`src/rtl/rf_arb_pkg.sv`:
```
// Shared types and defaults for the register-file port arbiter.
package rf_arb_pkg;

  typedef enum logic {ST_INIT, ST_RUN} state_e;

  localparam int RF_DATA_W = 13;
  localparam int RF_ADDR_W = 7;
  localparam int RF_DEPTH  = 16;

  // Index width for n items; never below 1 so single-entry vectors stay legal.
  function automatic int clog2(input int n);
    int w;
    w = 1;
    for (int i = 1; i < 31; i++) begin
      if ((1 << i) < n) w = i + 1;
    end
    return w;
  endfunction

endpackage

```
`src/rtl/rf_bank_1w1r.sv`:
```
// One-write/one-read register file bank; a same-cycle write to the read
// address is forwarded to the read output. Storage is not reset.
module rf_bank_1w1r #(
  parameter int DATA_W = 13,
  parameter int DEPTH  = 16,
  parameter int AW     = 4
) (
  input  logic              clk,
  input  logic              we,
  input  logic [AW-1:0]     waddr,
  input  logic [DATA_W-1:0] wdata,
  input  logic [AW-1:0]     raddr,
  output logic [DATA_W-1:0] rdata
);

  logic [DATA_W-1:0] mem_q [DEPTH];

  always_ff @(posedge clk) begin
    if (we) mem_q[waddr] <= wdata;
  end

  always_comb begin
    rdata = mem_q[raddr];
    if (we && (waddr == raddr)) rdata = wdata;
  end

endmodule

```
`src/rtl/rf_port_arbiter.sv`:
```
// Round-robin arbiter sharing one 1W/1R register file bank among NREQ requesters.
// Optional macro RF_ARB_PRIO0_EN gives requester 0 fixed top priority.
module rf_port_arbiter
  import rf_arb_pkg::*;
#(
  parameter int NREQ   = 4,
  parameter int DATA_W = RF_DATA_W,
  parameter int ADDR_W = RF_ADDR_W,
  parameter int DEPTH  = RF_DEPTH
) (
  input  logic                   clk,
  input  logic                   reset,
  input  logic [NREQ-1:0]        req_valid,
  input  logic [NREQ-1:0]        req_we,
  input  logic [NREQ*ADDR_W-1:0] req_addr,
  input  logic [NREQ*DATA_W-1:0] req_wdata,
  output logic [NREQ-1:0]        req_ready,
  output logic [NREQ-1:0]        rsp_valid,
  output logic [DATA_W-1:0]      rsp_data,
  output logic                   rsp_err,
  output logic                   init_done
);

  localparam int IDX_W   = clog2(NREQ);
  localparam int BANK_AW = clog2(DEPTH);
  localparam logic [BANK_AW-1:0] LAST_ENTRY = BANK_AW'(DEPTH - 1);
  localparam logic [IDX_W-1:0]   PTR_RST    = IDX_W'(NREQ - 1);
`ifdef RF_ARB_PRIO0_EN
  localparam bit PRIO0 = 1'b1;
`else
  localparam bit PRIO0 = 1'b0;
`endif

  state_e              state_q, state_d;
  logic [BANK_AW-1:0]  cnt_q, cnt_d;
  logic [IDX_W-1:0]    ptr_q, ptr_d;
  logic                init_done_q, init_done_d;
  logic [NREQ-1:0]     rsp_valid_q, rsp_valid_d;
  logic [DATA_W-1:0]   rsp_data_q, rsp_data_d;
  logic                rsp_err_q, rsp_err_d;

  logic                gnt_any;
  logic [IDX_W-1:0]    gnt_idx;
  logic [IDX_W-1:0]    cand;
  logic [ADDR_W-1:0]   g_addr;
  logic [DATA_W-1:0]   g_wdata;
  logic                g_we;
  logic                g_oor;

  logic                bank_we;
  logic [BANK_AW-1:0]  bank_waddr;
  logic [DATA_W-1:0]   bank_wdata;
  logic [BANK_AW-1:0]  bank_raddr;
  logic [DATA_W-1:0]   bank_rdata;

  // Arbitration: search begins one past the last round-robin winner.
  always_comb begin
    gnt_any = 1'b0;
    gnt_idx = '0;
    cand    = '0;
    if (init_done_q) begin
      if (PRIO0 && req_valid[0]) gnt_any = 1'b1;
      for (int k = 1; k <= NREQ; k++) begin
        cand = IDX_W'((int'(ptr_q) + k) % NREQ);
        if (!gnt_any && req_valid[cand] && !(PRIO0 && (cand == '0))) begin
          gnt_any = 1'b1;
          gnt_idx = cand;
        end
      end
    end
    req_ready = '0;
    if (gnt_any) req_ready[gnt_idx] = 1'b1;
  end

  always_comb begin
    g_addr  = req_addr[gnt_idx*ADDR_W +: ADDR_W];
    g_wdata = req_wdata[gnt_idx*DATA_W +: DATA_W];
    g_we    = req_we[gnt_idx];
    g_oor   = (int'(g_addr) >= DEPTH);
  end

  // FSM, bank port steering and response register next-state.
  always_comb begin
    state_d     = state_q;
    cnt_d       = cnt_q;
    ptr_d       = ptr_q;
    init_done_d = (state_q == ST_RUN);
    bank_we     = 1'b0;
    bank_waddr  = g_addr[BANK_AW-1:0];
    bank_wdata  = g_wdata;
    bank_raddr  = g_addr[BANK_AW-1:0];
    rsp_valid_d = req_ready;
    rsp_err_d   = gnt_any & g_oor;
    rsp_data_d  = rsp_data_q;

    case (state_q)
      ST_INIT: begin
        bank_we    = 1'b1;
        bank_waddr = cnt_q;
        bank_wdata = '0;
        cnt_d      = cnt_q + 1'b1;
        if (cnt_q == LAST_ENTRY) begin
          state_d = ST_RUN;
          cnt_d   = '0;
        end
      end
      ST_RUN: begin
        if (gnt_any && g_we && !g_oor) bank_we = 1'b1;
      end
      default: state_d = ST_INIT;
    endcase

    if (gnt_any) begin
      if (!(PRIO0 && (gnt_idx == '0))) ptr_d = gnt_idx;
      if (g_we)       rsp_data_d = g_wdata;
      else if (g_oor) rsp_data_d = '0;
      else            rsp_data_d = bank_rdata;
    end
  end

  always_ff @(posedge clk or posedge reset) begin
    if (reset) begin
      state_q     <= ST_INIT;
      cnt_q       <= '0;
      ptr_q       <= PTR_RST;
      init_done_q <= 1'b0;
      rsp_valid_q <= '0;
      rsp_data_q  <= '0;
      rsp_err_q   <= 1'b0;
    end else begin
      state_q     <= state_d;
      cnt_q       <= cnt_d;
      ptr_q       <= ptr_d;
      init_done_q <= init_done_d;
      rsp_valid_q <= rsp_valid_d;
      rsp_data_q  <= rsp_data_d;
      rsp_err_q   <= rsp_err_d;
    end
  end

  rf_bank_1w1r #(
    .DATA_W (DATA_W),
    .DEPTH  (DEPTH),
    .AW     (BANK_AW)
  ) u_bank (
    .clk   (clk),
    .we    (bank_we),
    .waddr (bank_waddr),
    .wdata (bank_wdata),
    .raddr (bank_raddr),
    .rdata (bank_rdata)
  );

  assign rsp_valid = rsp_valid_q;
  assign rsp_data  = rsp_data_q;
  assign rsp_err   = rsp_err_q;
  assign init_done = init_done_q;

endmodule

```
`config.mk`:
```
export PLATFORM = sky130hd
export DESIGN_NAME = rf_port_arbiter
export DESIGN_NICKNAME = d
export VERILOG_FILES = /design/src/rtl/rf_arb_pkg.sv /design/src/rtl/rf_bank_1w1r.sv /design/src/rtl/rf_port_arbiter.sv
export SDC_FILE = /design/constraint.sdc
export NUM_CORES = 1
export LEC_CHECK = 0
export CAP_MARGIN = 20
export CORE_MARGIN = 5
export CORE_UTILIZATION = 28
export DETAILED_ROUTE_END_ITERATION = 12
export HOLD_SLACK_MARGIN = 0.06
export PLACE_DENSITY = 0.56
export SYNTH_ARGS = -nofsm -noshare
export SYNTH_HDL_FRONTEND = slang
export SYNTH_HIERARCHICAL = 1
export SYNTH_SLANG_ARGS = --single-unit
```
`constraint.sdc`:
```
create_clock -name clk -period 6.4 [get_ports clk]
set_clock_uncertainty 0.2 [all_clocks]
set_input_delay 1.28 -clock clk [delete_from_list [all_inputs] [get_ports clk]]
set_output_delay 1.28 -clock clk [all_outputs]
set_load 0.02 [all_outputs]
```
-- Yosys cells after proc, flatten, opt, wreduce, memory -nomap -nowiden
Memories as Yosys holds them, arrays and structs flattened.
Cells that the tools add are included.
- latch bits: 0
- bits in writable memories: 208
- input port bits: 90
- bits in registers: 26
- word-level logic and storage cells: 77
- bits in read-only memories: 0
- memories: 1
- output and inout bits: 23
- memories (memory ; depth ; bits a word ; read ports ; clocked after memory_dff ; wr ports ; RTL line ; text):
    u_bank.mem_q ; 16 ; 13 ; 1 ; 0 ; 1 ; rf_bank_1w1r.sv:16 ; logic [DATA_W-1:0] mem_q [DEPTH];
- shifts and indexed selects: 2
- bitwise gates (word level): 2
- reduce and logical (&&, ||, !) cells: 11
- multiply operators: 2
- magnitude comparators: 7
- divide/modulo/power cells: 0
- equality and inequality tests: 2
- $add $sub $neg: 5
- mux-type cells: 38
- operators by type and width (operator ; count):
    2-to-1 mux 13 bit ; 4
    variable part select 52 x 7 -> 13 bit ; 1
    variable part select 28 x 6 -> 7 bit ; 1
    2-to-1 mux 1 bit ; 19
    less-than comparator 2 x 3 -> 1 bit, second input constant ; 5
    2-to-1 mux 4 bit ; 3
    binary-select mux 1 bit (select 2 bit) ; 5
    2-to-1 mux 2 bit ; 5
    greater-or-equal comparator 7 x 5 -> 1 bit, second input constant ; 1
    logical AND 1 bit ; 7
    multiplier 2 x 4 -> 6 bit, second input constant ; 1
    multiplier 2 x 3 -> 5 bit, second input constant ; 1
    adder 2 x 1 -> 2 bit, second input constant ; 2
    adder 2 bit, second input constant ; 2
    adder 4 x 1 -> 4 bit, second input constant ; 1
    equality test 4 bit ; 1
    equality test 4 bit, second input constant ; 1
    zero test 1 bit ; 4
    demux 1 bit (select 2 bit) ; 1
    greater-or-equal comparator 2 x 1 -> 1 bit, second input constant ; 1
    one-hot mux 1 bit (2 select lines) ; 1
    bitwise AND 1 bit ; 1
    inverter 1 bit ; 1

-- Depth between registers and ports, before layout
Gate-level depths: netlist of the first run.
- depth after elaboration: 28
- gate-level depth with buffers: 17
- gate-level depth less buffers: 12

-- Cells and area by module
The synthesis of the first run kept the hierarchy.
- by module, submodules not included (module ; cells an instance ; instances ; area an instance (µm²)):
    rf_bank_1w1r ; 361 ; 1 ; 8405.6
    rf_port_arbiter ; 225 ; 1 ; 2172.1

-- Worst setup path after synthesis of the first run
Ideal clock, no wire load.
- kind: in2reg
- start point: input port req_valid[3]
- end point: memory u_bank.mem_q[0][0] (enable)
- buffers on the path: 2
- slack: 1.431 ns
- stages: 8
- arrival time: 4.369 ns
- path through: buf_2 > o41a_1 > clkbuf_1 > nand2_1 > mux4_2 > a21bo_1 > or3b_2 > nor3_1
- RTL lines (what ; RTL line ; text):
    start, declared ; rf_port_arbiter.sv:13 ; input logic [NREQ-1:0] req_valid,
    binary-select mux 1 bit (select 2 bit) ; rf_port_arbiter.sv:65 ; if (!gnt_any && req_valid[cand] && !(PRIO0 && (cand == '0))) begin
    2-to-1 mux 1 bit (not written as such) ; rf_port_arbiter.sv:65 ;
    2-to-1 mux 1 bit ; rf_port_arbiter.sv:65 ;
    2-to-1 mux 1 bit ; rf_port_arbiter.sv:61 ; if (init_done_q) begin
    zero test 1 bit ; rf_port_arbiter.sv:65 ;
    logical AND 1 bit ; rf_port_arbiter.sv:65 ;
    2-to-1 mux 1 bit ; rf_port_arbiter.sv:65 ;
    2-to-1 mux 1 bit ; rf_port_arbiter.sv:61 ;
    [5 not listed] ; -- ;
    logical AND 1 bit ; rf_port_arbiter.sv:65 ;
    2-to-1 mux 2 bit * ; rf_port_arbiter.sv:65 ;
    2-to-1 mux 2 bit * ; rf_port_arbiter.sv:61 ;
    multiplier 2 x 3 -> 5 bit * ; rf_port_arbiter.sv:76 ; g_addr = req_addr[gnt_idx*ADDR_W +: ADDR_W];
    variable part select 28 x 6 -> 7 bit * ; rf_port_arbiter.sv:76 ;
    named net g_addr[2] ; rf_port_arbiter.sv:45 ; logic [ADDR_W-1:0] g_addr;
    2-to-1 mux 4 bit * ; rf_port_arbiter.sv:96 ; case (state_q)
    named net bank_waddr[2] ; rf_port_arbiter.sv:51 ; logic [BANK_AW-1:0] bank_waddr;
    end, declared ; rf_bank_1w1r.sv:16 ;
The timed path passes the listed nets; every way through them passes the cells marked *. The select of a mux whose other input is x is not followed.

-- Worst setup path after layout of the first run
- start point: input port req_valid[0]
- end point: output port req_ready[0]
- longest elaborated chain between the ends: 21
- ends and longest elaborated chain (what ; RTL line ; text):
    binary-select mux 1 bit (select 2 bit) ; rf_port_arbiter.sv:65 ;
    2-to-1 mux 1 bit (not written as such) ; rf_port_arbiter.sv:65 ;
    2-to-1 mux 1 bit ; rf_port_arbiter.sv:65 ;
    2-to-1 mux 1 bit ; rf_port_arbiter.sv:61 ;
    zero test 1 bit ; rf_port_arbiter.sv:65 ;
    logical AND 1 bit ; rf_port_arbiter.sv:65 ;
    2-to-1 mux 1 bit ; rf_port_arbiter.sv:65 ;
    2-to-1 mux 1 bit ; rf_port_arbiter.sv:61 ;
    [5 not listed] ; -- ;
    logical AND 1 bit ; rf_port_arbiter.sv:65 ;
    2-to-1 mux 2 bit ; rf_port_arbiter.sv:65 ;
    2-to-1 mux 2 bit ; rf_port_arbiter.sv:61 ;
    less-than comparator 2 x 3 -> 1 bit (not written as such) or greater-or-equal comparator 2 x 1 -> 1 bit (tied branches) ; rf_port_arbiter.sv:72 ; if (gnt_any) req_ready[gnt_idx] = 1'b1;
    logical AND 1 bit (not written as such) ; rf_port_arbiter.sv:72 ;
    2-to-1 mux 1 bit (not written as such) ; rf_port_arbiter.sv:72 ;
    demux 1 bit (select 2 bit) ; rf_port_arbiter.sv:72 ;
    2-to-1 mux 4 bit * ; rf_port_arbiter.sv:72 ;
    end, declared ; rf_port_arbiter.sv:17 ; output logic [NREQ-1:0] req_ready,
Every way passes the cells marked *; elsewhere a longest branch is shown, timed or not. The select of a mux whose other input is x is not followed.

==> impl_metrics.yaml, run 1 <==
clocking:
  cts_made_buffers: 26
  max-clock-path-buffers: 3
  clk_latency_ns: 0.53
  h-tree-depth: 1
  clock-sinks: 234
  cts_tree: "done"
  path_clk_slew_ns: 0.06
  cts_resized: 0
  post-cts-setup-buffers: 0
  cts_root_buf: "clkbuf_16"
  ctsHoldBuffers: 0
setup_path:
  crit_type: "input pin to output port"
  r2r_slack_ns: 2.04
  cp.required_ns: 4.92
  crit_buf_inv: 3
  regToRegStartpoint: "ptr_q[1]"
  critPathTopFamily: "buffers and inverters"
  critPathSlowestCell: "clkdlybuf4s50_1"
  cp_max_fo: 18
  critPathMaxStageDelay_ns: 0.68
  cpMostUsedCell: "clkdlybuf4s50_1"
  r2r_end: "rsp_data[3]"
  path_cells: "clkdlybuf4s50_1, nor2_1, o22a_1, o311ai_4, buf_4, nor3b_1, clkdlybuf4s50_1"
  critPathLaunchType: "input pin"
  rr_worst_depth: 12
  critPathCaptureType: "output port"
  cp.arrival_ns: 4.28
drt:
  dr.pass1.iters: 4
  wire_per_inst_um: 19.9
  drt_iter0_drc: 387
  via_per_inst: 4.63
  dr_wl_met2_mm: 11.3
  wl_mm: 25.1
  met3_wirelength_mm: 1.67
  drc: 0
  via_count: 5831
  drtAntennaViolNets: 0
  wirelength_met1_mm: 11.9
  highest_layer: "met4"
logic_synthesis:
  synth-edff-count: 208
  synth_area_leader_cell: "edfxtp_1"
  netlist_instances: 586
  syn_area_per_cell_um2: 18.1
  synth_top_cell_area_share_pct: 59.0
  syn_area_um2: 10600
  synth_cell_types: 47
  synthArstFlopShare_pct: 11.1
  synth_area_leaders: "edfxtp_1 (59%), mux4_1 (9.4%), mux2i_1 (6.6%)"
  yosysWarnings: 6
  ys_seq_area_share_pct: 65.2
  ys.flop_type: "edfxtp_1"
  ys_seq_elements: 234
  syn_nets: 677
finish:
  drive_gt1_share_pct: 21.0
  final_cells: 1260
  area_growth_pct: 26.1
  num_antenna_cells: 0
  nets: 821
sta:
  period_share_pct: 89.9
  max_freq_mhz: 174
  maxSlewHeadroom_pct: 30.4
  fin_crit_ns: 5.76
  setup_violations: 0
  timing.final.hold_violations: 0
  tns_ns: 0
  grt_setup_unrepaired: "false"
  tightest_slew_ns: 1.04
  slew_violations: 0
outcome:
  status: "completed"
grt:
  grt_usage_pct: 11.7
  grt_overflow: 0
  grt_antenna_before_repair: 0
  grt_pass1_wl_mm: 37.9
  grt_pass1_vias: 5896
  grt_start_max_net_pins: 27
worst_hold_path:
  min_from: "rsp_data[3]"
  hold_class: "flop to flop"
  hold_depth: 2
  holdPathEnd: "rsp_data[3]"
floorplan:
  initial_core_util_pct: 28.2
  dieArea_um2: 41800
  core-area_um2: 37500
  die_w_um: 204
  rows: 71
  die_y_um: 204
  io-pin-count: 113
placed_design:
  dp_hpwl_mm: 16.9
  gp_congestion: 0.738
  portBuffers: 112
  placed_cells: 1202
pwr:
  p_leak_nw: 4.65
  max-vdd-ir-drop_mv: 0.228
  power.density_nw_per_um2: 441
run:
  maxCapViolCount: 0
## sequential cells by signal, summed over array words and instances (netlist names)
name	count
cnt_q	4
init_done	1
init_done_d	1
ptr_q	2
rsp_data	13
rsp_err	1
rsp_valid	4
u_bank/mem_q	208
## routing by layer
| metal | vias to the layer above | global-route usage [%] |
|---|---|---|
| met5 | - | 0 |
| met4 | 0 | 1.60 |
| met3 | 27 | 2.44 |
| met1 | 2956 | 17.0 |
| met2 | 178 | 18.5 |
| li1 | 2670 | - |
## synth_stat cells (all sizes together) (3+ instances only)
cell type,count
a21o,3
a21oi,5
a31oi,3
buf,27
clkbuf,11
dfrtp,24
edfxtp,208
inv,6
mux2,31
mux2i,70
mux4,54
nand2,42
nand2b,3
nand3,5
nor2,30
nor3,9
nor3b,3
o21ai,7
o221ai,16
xor2,3
## logic make-up (layout without fill, tap and decap cells)
kind of cell / after synthesis / count (layout) / share of synthesized area (%)
flops: 234 / 234 / 65.2
mux: 155 / 155 / 22.8
fa+ha+maj: 1 / 1 / 0.118
buf+inv: 45 / 208 / 2.77
compound gates: 43 / 43 / 4.14
simple gates: 103 / 103 / 4.57
xor+xnor: 5 / 5 / 0.414
## per-stage QoR
stage	power (mW)	instance area [µm²]	hold WS, ns	setup WS (ns)	utilization [%]
4_1_cts	5.89	13200	0.296	0.628	35.3
3_3_place_gp	4.44	12400	0.276	0.733	33.1
3_5_place_dp	4.46	12400	0.273	0.643	33.1
2_1_floorplan	3.73	10600	0.179	1.43	-
6_report	5.88	13300	0.293	0.644	35.6
5_1_grt	6.18	13300	0.312	0.491	35.6
## worst max-delay path by stage
stage / start / endpoint / slack [ns] / cells past startpoint
global placement: req_valid[0] / rsp_data[3] / 0.73 / 13
floorplan: req_valid[3] / u_bank/mem_q[0][0] / 1.43 / 8
global route: req_valid[0] / req_ready[0] / 0.49 / 7
finish: req_valid[0] / req_ready[0] / 0.64 / 7
CTS: req_valid[0] / req_ready[0] / 0.63 / 7
detailed placement: req_valid[0] / req_ready[0] / 0.64 / 7
## worst reg2reg max path: stages, from the launching register on
cell and delay [ns]:
dfstp_2 0.61, nor2b_1 0.08, o22a_1 0.19, o311ai_4 0.65
mux2i_1 0.27, o21ai_4 0.60, buf_4 0.34, mux4_1 0.30
mux2i_1 0.41, mux2i_1 0.14, mux2_2 0.28, nand2_1 0.07
o221ai_2 0.09
## report_power, final
group	switching, mW	internal (mW)	total, mW
clock	0.604	0.804	1.41
combinational	1.34	1.09	2.43
sequential	0.0521	1.99	2.04
## placed cells by master (no fill, tap or decap), types with 3 or more instances in the layout
| cell | synthesis | routed |
|---|---|---|
| edfxtp_1 | 208 | 208 |
| clkbuf_16 | 0 | 26 |
| buf_4 | 7 | 37 |
| nand2_1 | 42 | 42 |
| nor3b_1 | 3 | 3 |
| mux2_2 | 31 | 31 |
| inv_1 | 6 | 6 |
| a21oi_1 | 3 | 3 |
| mux4_1 | 38 | 38 |
| clkinvlp_4 | 0 | 3 |
| dfrtp_1 | 24 | 24 |
| a31oi_1 | 3 | 3 |
| clkbuf_1 | 11 | 3 |
| o21ai_0 | 7 | 4 |
| nand3_1 | 5 | 5 |
| buf_12 | 0 | 3 |
| nor3_2 | 0 | 4 |
| nor3_1 | 9 | 5 |
| o221ai_1 | 4 | 4 |
| a21o_1 | 3 | 3 |
| clkinv_1 | 1 | 6 |
| clkdlybuf4s50_1 | 0 | 112 |
| clkinv_2 | 0 | 5 |
| mux2i_1 | 70 | 70 |
| o221ai_2 | 12 | 12 |
| mux4_2 | 16 | 16 |
| nand2b_1 | 3 | 3 |
| nor2_1 | 30 | 30 |
| xor2_1 | 3 | 3 |
## layout make-up
| cell class | instances | area (µm²) |
|---|---|---|
| timing repair buffer | 154 | 1500 |
| clock inverter | 17 | 146 |
| multi-input combinational | 307 | 3450 |
| sequential | 234 | 6900 |
| clock buffer | 30 | 676 |
| fill | 3537 | 24200 |
| tap | 511 | 639 |
| inverter | 7 | 26.3 |
Power figures use the tool's default switching activity.
==> inputs of run 2 (changes only) <==
- CAP_MARGIN: 20 -> not set
==> run 2 against run 1 <==
  * Utilization decreased by 0.48 points
  * Maximum frequency barely moved
  * Critical path depth unchanged
  * Flip-flop and latch count did not move
  * First-iteration DRC count shrank 5.2%
  * Power decreased by 2.2%
  * Critical endpoint unchanged
  * Non-clock buffer count decreased by 12
==> impl_metrics.yaml, run 2 (synthesis results as in run 1) <==
outcome:
  status: "completed"
clocking:
  ctsHoldBuffers: 0
  post-cts-setup-buffers: 0
  cts_tree: "done"
  max-clock-path-buffers: 3
  clock-sinks: 234
  cts_root_buf: "clkbuf_16"
  path_clk_slew_ns: 0.06
  h-tree-depth: 1
  clk_latency_ns: 0.53
  cts_resized: 0
  cts_made_buffers: 25
setup_path:
  critPathCaptureType: "output port"
  crit_buf_inv: 3
  path_cells: "clkdlybuf4s50_1, nor2_1, o22a_1, o311ai_4, buf_4, nor3b_1, clkdlybuf4s50_1"
  crit_type: "input pin to output port"
  critPathSlowestCell: "clkdlybuf4s50_1"
  critPathTopFamily: "buffers and inverters"
  cp.required_ns: 4.92
  critPathMaxStageDelay_ns: 0.67
  cp.arrival_ns: 4.28
  r2r_slack_ns: 2.06
  cpMostUsedCell: "clkdlybuf4s50_1"
  cp_max_fo: 18
  critPathLaunchType: "input pin"
floorplan:
  dieArea_um2: 41800
  initial_core_util_pct: 28.2
  rows: 71
  core-area_um2: 37500
  io-pin-count: 113
  die_y_um: 204
  die_w_um: 204
sta:
  period_share_pct: 90.0
  timing.final.hold_violations: 0
  slew_violations: 0
  tightest_slew_ns: 1.15
  max_freq_mhz: 174
  timing.hold.ws_ns: 0.295
  fin_crit_ns: 5.76
  setup_violations: 0
  grt_setup_unrepaired: "false"
  setup_ws_ns: 0.642
  tns_ns: 0
  maxSlewHeadroom_pct: 23.4
pwr:
  max-vdd-ir-drop_mv: 0.248
  total_power_mw: 5.75
  power.density_nw_per_um2: 437
  p_leak_nw: 4.56
finish:
  final_common_cell: "edfxtp_1"
  drive_gt1_share_pct: 18.8
  final_cell_mix: "edfxtp_1 (208), clkdlybuf4s50_1 (112), mux2i_1 (70), nand2_1 (42), mux4_1 (38)"
  final_area_um2: 13200
  largest_register_ffs: 208
  num_antenna_cells: 0
  top_register: "u_bank/mem_q"
  fillCellCount: 3582
  nets: 808
  area_growth_pct: 24.4
drt:
  via_count: 5783
  drt_iter0_drc: 367
  drc: 0
  drtAntennaViolNets: 0
  dr.pass1.iters: 4
  wl_mm: 25.0
  wire_per_inst_um: 20.1
  via_per_inst: 4.64
grt:
  grt_pass1_wl_mm: 38.0
  grt_pass1_vias: 5939
  grt_usage_pct: 11.7
  grt_antenna_before_repair: 0
  grt_start_max_net_pins: 27
  grt_overflow: 0
placed_design:
  placed_area_um2: 12400
  gp_congestion: 0.738
  dp_slack_ns: 0.656
  portBuffers: 112
  dp_hpwl_mm: 16.9
worst_hold_path:
  hold_class: "flop to flop"
run:
  maxCapViolCount: 0
## run 2: tightest hold or removal path: stages, from the launching register on
cell and delay, ns:
dfrtp_1 0.34, nand2_1 0.07, o221ai_2 0.05
## run 2: layout make-up
| class | instances | area [µm²] | share of cell area (%) |
|---|---|---|---|
| timing repair buffer | 142 | 1380 | 10.5 |
| clock inverter | 10 | 85.1 | 0.647 |
| multi-input combinational | 307 | 3450 | 26.2 |
| clock buffer | 35 | 673 | 5.12 |
| inverter | 7 | 26.3 | 0.200 |
| sequential | 234 | 6900 | 52.4 |
| tap | 511 | 639 | 4.86 |
## run 2: per-stage QoR
step                instances  util (%)
global placement         1201      33.1
floorplan                 586         -
global route             1246      35.1
finish                   1246      35.1
CTS                      1246      35.1
detailed placement       1201      33.1
## run 2: power breakdown
| part | internal, mW | leakage [nW] | switching [mW] |
|---|---|---|---|
| clock | 0.775 | 0.372 | 0.571 |
| sequential | 1.99 | 2.19 | 0.0525 |
| combinational | 1.04 | 1.99 | 1.32 |
| total | 3.81 | 4.56 | 1.94 |
## run 2: path summary, 6_finish.rpt
| path | startpoint | end | cells past startpoint |
|---|---|---|---|
| worst max-delay path | req_valid[0] | req_ready[0] | 7 |
| min in group asynchronous | reset | rsp_valid[2] | 2 |
| worst max register to register | ptr_q[1] | rsp_data[7] | 11 |
| worst min register to register | rsp_data[3] | rsp_data[3] | 2 |
| worst min-delay path | rsp_data[3] | rsp_data[3] | 2 |
| max in group asynchronous | reset | rsp_data[10] | 2 |
## run 2: metal layers
metal | up-vias | part of all wire (%) | GRT usage, %
met1 | 2941 | 48 | 17.1
li1 | 2646 | - | -
met2 | 169 | 45 | 18.5
met4 | 0 | 1.5 | 2.01
met5 | - | 0 | 0
met3 | 27 | 5.8 | 2.38
==> inputs of run 3 (changes only) <==
- REMOVE_ABC_BUFFERS: not set -> 1
- SLEW_MARGIN: not set -> 30
==> run 3 against run 2 <==
  * Wire length down 3.4%
  * Clock power is 9.6% higher
  * Final cell count increased by 0.64%
  * Sequential power about the same
  * Power grew 1.7%
  * Global-route usage shrank 0.29 points
  * Die area stayed put
==> impl_metrics.yaml, run 3 (synthesis results as in run 1) <==
grt:
  grt_overflow: 0
  grt_pass1_vias: 6035
  grt_pass1_wl_mm: 37.2
  grt_antenna_before_repair: 0
  grt_usage_pct: 11.4
  grt_start_max_net_pins: 54
sta:
  max_freq_mhz: 178
  slew_violations: 0
  grt_setup_unrepaired: "false"
  setup_violations: 0
  tightest_slew_ns: 0.685
  timing.hold.ws_ns: 0.287
  timing.final.hold_violations: 0
  period_share_pct: 87.8
  maxSlewHeadroom_pct: 54.1
  fin_crit_ns: 5.62
setup_path:
  critPathLaunchType: "input pin"
  r2r_end: "rsp_data[11]"
  regToRegStartpoint: "ptr_q[1]"
  cp_max_fo: 11
  rr_worst_depth: 14
  cp.required_ns: 4.92
  cp-startpoint: "req_valid[0]"
  r2r_slack_ns: 2.19
  crit_type: "input pin to output port"
  critPathCaptureType: "output port"
  cp.arrival_ns: 4.14
drt:
  via_count: 5785
  drt_iter0_drc: 290
  drtAntennaViolNets: 0
  wire_per_inst_um: 19.3
  via_per_inst: 4.61
  wl_mm: 24.2
  dr.pass1.iters: 4
  drc: 0
clocking:
  max-clock-path-buffers: 3
  path_clk_slew_ns: 0.06
  cts_tree: "done"
  clk_latency_ns: 0.52
  ctsHoldBuffers: 0
  h-tree-depth: 1
  cts_root_buf: "clkbuf_16"
  cts_made_buffers: 26
  cts_resized: 0
  post-cts-setup-buffers: 0
  clock-sinks: 234
finish:
  final_cells: 1254
  final_cell_mix: "edfxtp_1 (208), clkdlybuf4s50_1 (112), mux2i_1 (70), nand2_1 (42), mux4_1 (38)"
  top_register: "u_bank/mem_q"
  post-route-util_pct: 35.6
  final_common_cell: "edfxtp_1"
  num_antenna_cells: 0
  drive_gt1_share_pct: 21.5
  final_area_um2: 13300
  fillCellCount: 3549
  largest_register_ffs: 208
  area_growth_pct: 26.0
  nets: 814
worst_hold_path:
  hold_class: "flop to flop"
  holdPathEnd: "rsp_data[10]"
  hold_depth: 2
  min_from: "rsp_data[10]"
pwr:
  switchingPower_mw: 1.91
  p_int_mw: 3.94
  max-vdd-ir-drop_mv: 0.173
  seqPwrFrac_pct: 34.8
  p_clk_share_pct: 25.3
  power_frac_comb_pct: 39.9
  p_leak_nw: 4.63
  swShare_pct: 32.6
  power.density_nw_per_um2: 439
placed_design:
  dp_hpwl_mm: 16.4
  gp_congestion: 0.764
  placed_area_um2: 12400
  placed_cells: 1206
  portBuffers: 112
floorplan:
  die_y_um: 204
  core-area_um2: 37500
  dieArea_um2: 41800
  initial_core_util_pct: 28.2
  rows: 71
  die_w_um: 204
  io-pin-count: 113
run:
  maxCapViolCount: 0
outcome:
  status: "completed"
## run 3: cell types whose count changed in the layout (fill, tap and decap cells not counted), sizes merged
cell and delta:
clkbuf -4, clkinvlp +3, clkinv +2, buf +5, bufinv +2
## run 3: layout make-up
class	instances	area, µm²	area share (%)
inverter	7	26.3	0.197
clock inverter	17	168	1.26
timing repair buffer	147	1430	10.8
multi-input combinational	307	3470	26.1
clock buffer	31	691	5.18
tap	511	639	4.80
sequential	234	6900	51.8
## run 3: through the flow
| step | worst slack (ns) | setup TNS [ns] | total power, mW |
|---|---|---|---|
| final | 0.778 | 0 | 5.85 |
| after floorplan | -3.95 | -51.37 | 3.71 |
| after detailed placement | 0.744 | 0 | 4.43 |
| after global placement | 0.799 | 0 | 4.39 |
| after global routing | 0.525 | 0 | 6.18 |
| after CTS | 0.753 | 0 | 5.94 |
## run 3: worst max path at each step
stage | to | slack (ns) | depth (start not counted)
floorplan | rsp_data[0] | -3.95 | 10
global placement | req_ready[0] | 0.80 | 7
detailed placement | req_ready[0] | 0.74 | 7
CTS | req_ready[0] | 0.75 | 7
global route | req_ready[0] | 0.52 | 7
finish | req_ready[0] | 0.78 | 7
## run 3: critical path: stages
cell             delay (ns)
clkdlybuf4s50_1        0.67
nor2_1                 0.10
o22a_1                 0.22
o311ai_4               0.59
buf_4                  0.30
nor3b_1                0.30
clkdlybuf4s50_1        0.68
## run 3: per-layer routing
| layer | vias to the layer above | global-route usage (%) | share of wire [%] |
|---|---|---|---|
| met5 | - | 0 | 0 |
| met3 | 25 | 2.70 | 6.7 |
| met1 | 2923 | 15.6 | 45 |
| met4 | 0 | 2.20 | 1.3 |
| li1 | 2657 | - | - |
| met2 | 180 | 18.9 | 47 |
## run 3: power groups by stage
stage               logic (mW)  clock network, mW  registers [mW]
CTS                       2.37               1.53            2.04
global placement          2.33                  0            2.07
floorplan                 1.60                  0            2.11
detailed placement        2.36                  0            2.07
finish                    2.33               1.48            2.03
global route              2.54               1.59            2.04
==> patch, RTL diff (flow settings as in run 2) <==
Add a define of `RF_ARB_PRIO0_EN`.
--- a/src/rtl/rf_port_arbiter.sv
+++ b/src/rtl/rf_port_arbiter.sv
@@ -1,4 +1,6 @@
 // Round-robin arbiter sharing one 1W/1R register file bank among NREQ requesters.
 // Optional macro RF_ARB_PRIO0_EN gives requester 0 fixed top priority.
+`define RF_ARB_PRIO0_EN
+
 module rf_port_arbiter
   import rf_arb_pkg::*;
Formal check against the unedited RTL: same outputs for any inputs over 10 cycles, from zero or initial values and one cycle with reset high; that may be too few to reach the edited logic, so the function may still have changed.
==> patch against run 2 <==
Area after synthesis grew 1.0%; highest routed layer unchanged; sequential cell count is the same; power grew 39%; worst setup slack gained 0.021 ns; non-clock buffer count grew 7; routed wire length grew 0.12%; critical endpoint unchanged; final area grew 1.7%; clock power grew 3%.
==> patch: results (changes against run 2) <==
Drt
  – M1 wire length: 11.7 mm (was 11.9 mm)
  – Met3 Routed Length: 1.88 mm (was 1.44 mm)
  – Met2 WL post-DR: 11.1 mm (was 11.3 mm)
  – Top sig layer: met4 (unchanged)
  – Detailed-route wire length per cell: 19.6 um (was 20.1 um)
  – Pre-Repair DR Iteration Count: 4 (unchanged)
  – Initial drt markers: 323 (was 367)
  – Via density: 4.67 (was 4.64)

GRT
  – Vias in the first global route: 6,148 (was 5,939)
  – Largest net degree at the start of global routing: 54 (was 27)
  – All-Layer GR Usage: 11.7% (about the same)
  – First-pass GRT wire length: 38.1 mm (was 38.0 mm)
  – Initial antenna violation count: 0 (unchanged)

Yosys
  – Compound-Gate Fraction of Synth Area: 2.70% (was 4.14%)
  – EDFF count, synth: 208 (unchanged)
  – Area share of fa/ha/maj cells after synthesis: 0.585% (was 0.118%)
  – Syn nets: 704 (was 677)
  – Ys flop type: edfxtp_1 (unchanged)
  – Post-synthesis xor/xnor area fraction: 0.410% (was 0.414%)
  – Post-synthesis sequential area ratio: 64.6% (was 65.2%)
  – Ranking of synthesized cells by area: edfxtp_1 (58%), mux4_1 (9.3%), mux2i_1 (8.5%) (was edfxtp_1 (59%), mux4_1 (9.4%), mux2i_1 (6.6%))
  – Mux cell area share after synthesis: 23.6% (was 22.8%)
  – Post-synthesis cell type count: 52 (was 47)
  – Post-synth top cells: edfxtp_1 (208), mux2i_1 (91), mux4_1 (38) (was edfxtp_1 (208), mux2i_1 (70), nand2_1 (42))

Cells and area
  – Final nets: 843 (was 808)
  – Largest register FFs: 208 (unchanged)
  – Layout cells sized above 1: 16.9% (was 18.8%)
  – Biggest register: u_bank/mem_q (unchanged)

Status
  – Status: completed (unchanged)

Placement
  – Placed wire-length estimate: 16.8 mm (was 16.9 mm)
  – Input/output buffers: 112 (unchanged)
  – Placer Congestion: 0.762 (was 0.738)

Clock network
  – Setup bufs post-CTS: 0 (unchanged)
  – Clk_lat worst skew: 0.54 ns
  – Post-CTS sizing: 0 (unchanged)
  – CTS Buf Count: 26 (was 25)
  – Clock tree buffer depth: 3 (unchanged)
  – Root buf cell: clkbuf_16 (unchanged)

Power and ir drop
  – Lkg Pwr: 0.00478 uW (was 0.00456 uW)
  – Maximum vdd ir drop: 0.481 mV (was 0.248 mV)
  – Net switching power: 3100 uW (was 1940 uW)

Setup path
  – Reg-to-reg slack, setup: 1.03 ns (was 2.06 ns)
  – Crit path arrival time: 4.26 ns (was 4.28 ns)
  – Slowest cell delay on critical path: 0.70 ns (was 0.67 ns)
  – Max FO, Critical Path: 20 (was 18)
  – Slowest CP cell: dfstp_2 (was clkdlybuf4s50_1)

STA
  – Max Slew Vio Count: 0 (unchanged)
  – Rel. slew slack: 27.2% (was 23.4%)

Min path
  – HP Class: flip-flop to flip-flop (unchanged)
-- patch: layout make-up --
type	count	area [um2]
multi-input cells	333	3600
clock buffers	32	673
well taps	511	639
flip-flops and latches	234	6900
inverters	4	15.0
repair buffers	149	1420
fillers	3580	24300
clock inverters	16	134
-- patch: kinds of logic (layout without fill, tap and decap cells) --
kind of cell             count (synthesis)  after routing
flip-flops                             234            234
AND/OR/NAND/NOR                        115            115
multiplexers                           167            167
AO/OA/AOI/OAI                           41             41
buffers and inverters                   42            201
XOR/XNOR                                 5              5
adder cells (fa/ha/maj)                  5              5
-- patch: final timing paths --
check / end / start / depth (start not counted)
worst min register to register: cnt_q[2] / cnt_q[2] / 1
worst min-delay path: cnt_q[2] / cnt_q[2] / 1
worst max register to register: u_bank/mem_q[8][5] / ptr_q[0] / 14
worst max-delay path: req_ready[0] / ptr_q[0] / 9
min in group asynchronous: rsp_valid[2] / reset / 2
max in group asynchronous: rsp_data[10] / reset / 2
-- patch: through the flow --
stage | std cells | worst slack (ns) | cell area, um2 | total power, uW | hold slack, ns
after detailed placement | 1231 | 0.400 | 12600 | 6680 | 0.294
after CTS | 1279 | 0.597 | 13400 | 8090 | 0.307
after global placement | 1231 | 0.437 | 12600 | 6640 | 0.291
final | 1279 | 0.662 | 13400 | 7970 | 0.307
after global routing | 1279 | 0.370 | 13400 | 8470 | 0.317
after floorplan | 609 | 1.14 | 10700 | 5410 | 0.214
-- patch: worst max-delay path, delay by kind of cell, from the launching register on --
kind	cells	cell delay (ns)
AO/OA/AOI/OAI	3	0.77
adder cells (fa/ha/maj)	1	0.40
buffers and inverters	3	1.22
flip-flops	1	0.70
AND/OR/NAND/NOR	2	0.64
-- patch: layer usage --
layer  up-vias  GRT usage, %
met5         -             0
met4         0          2.68
met3        29          2.32
met2       185          18.1
met1      3030          17.2
li1       2735             -
-- patch: power by group through the flow --
stage	Sequential (uW)	Combinational (uW)	Clock, uW
2_1_floorplan	2320	3090	0
3_3_place_gp	2290	4360	0
3_5_place_dp	2290	4390	0
4_1_cts	2260	4400	1430
5_1_grt	2270	4710	1490
6_report	2260	4330	1390
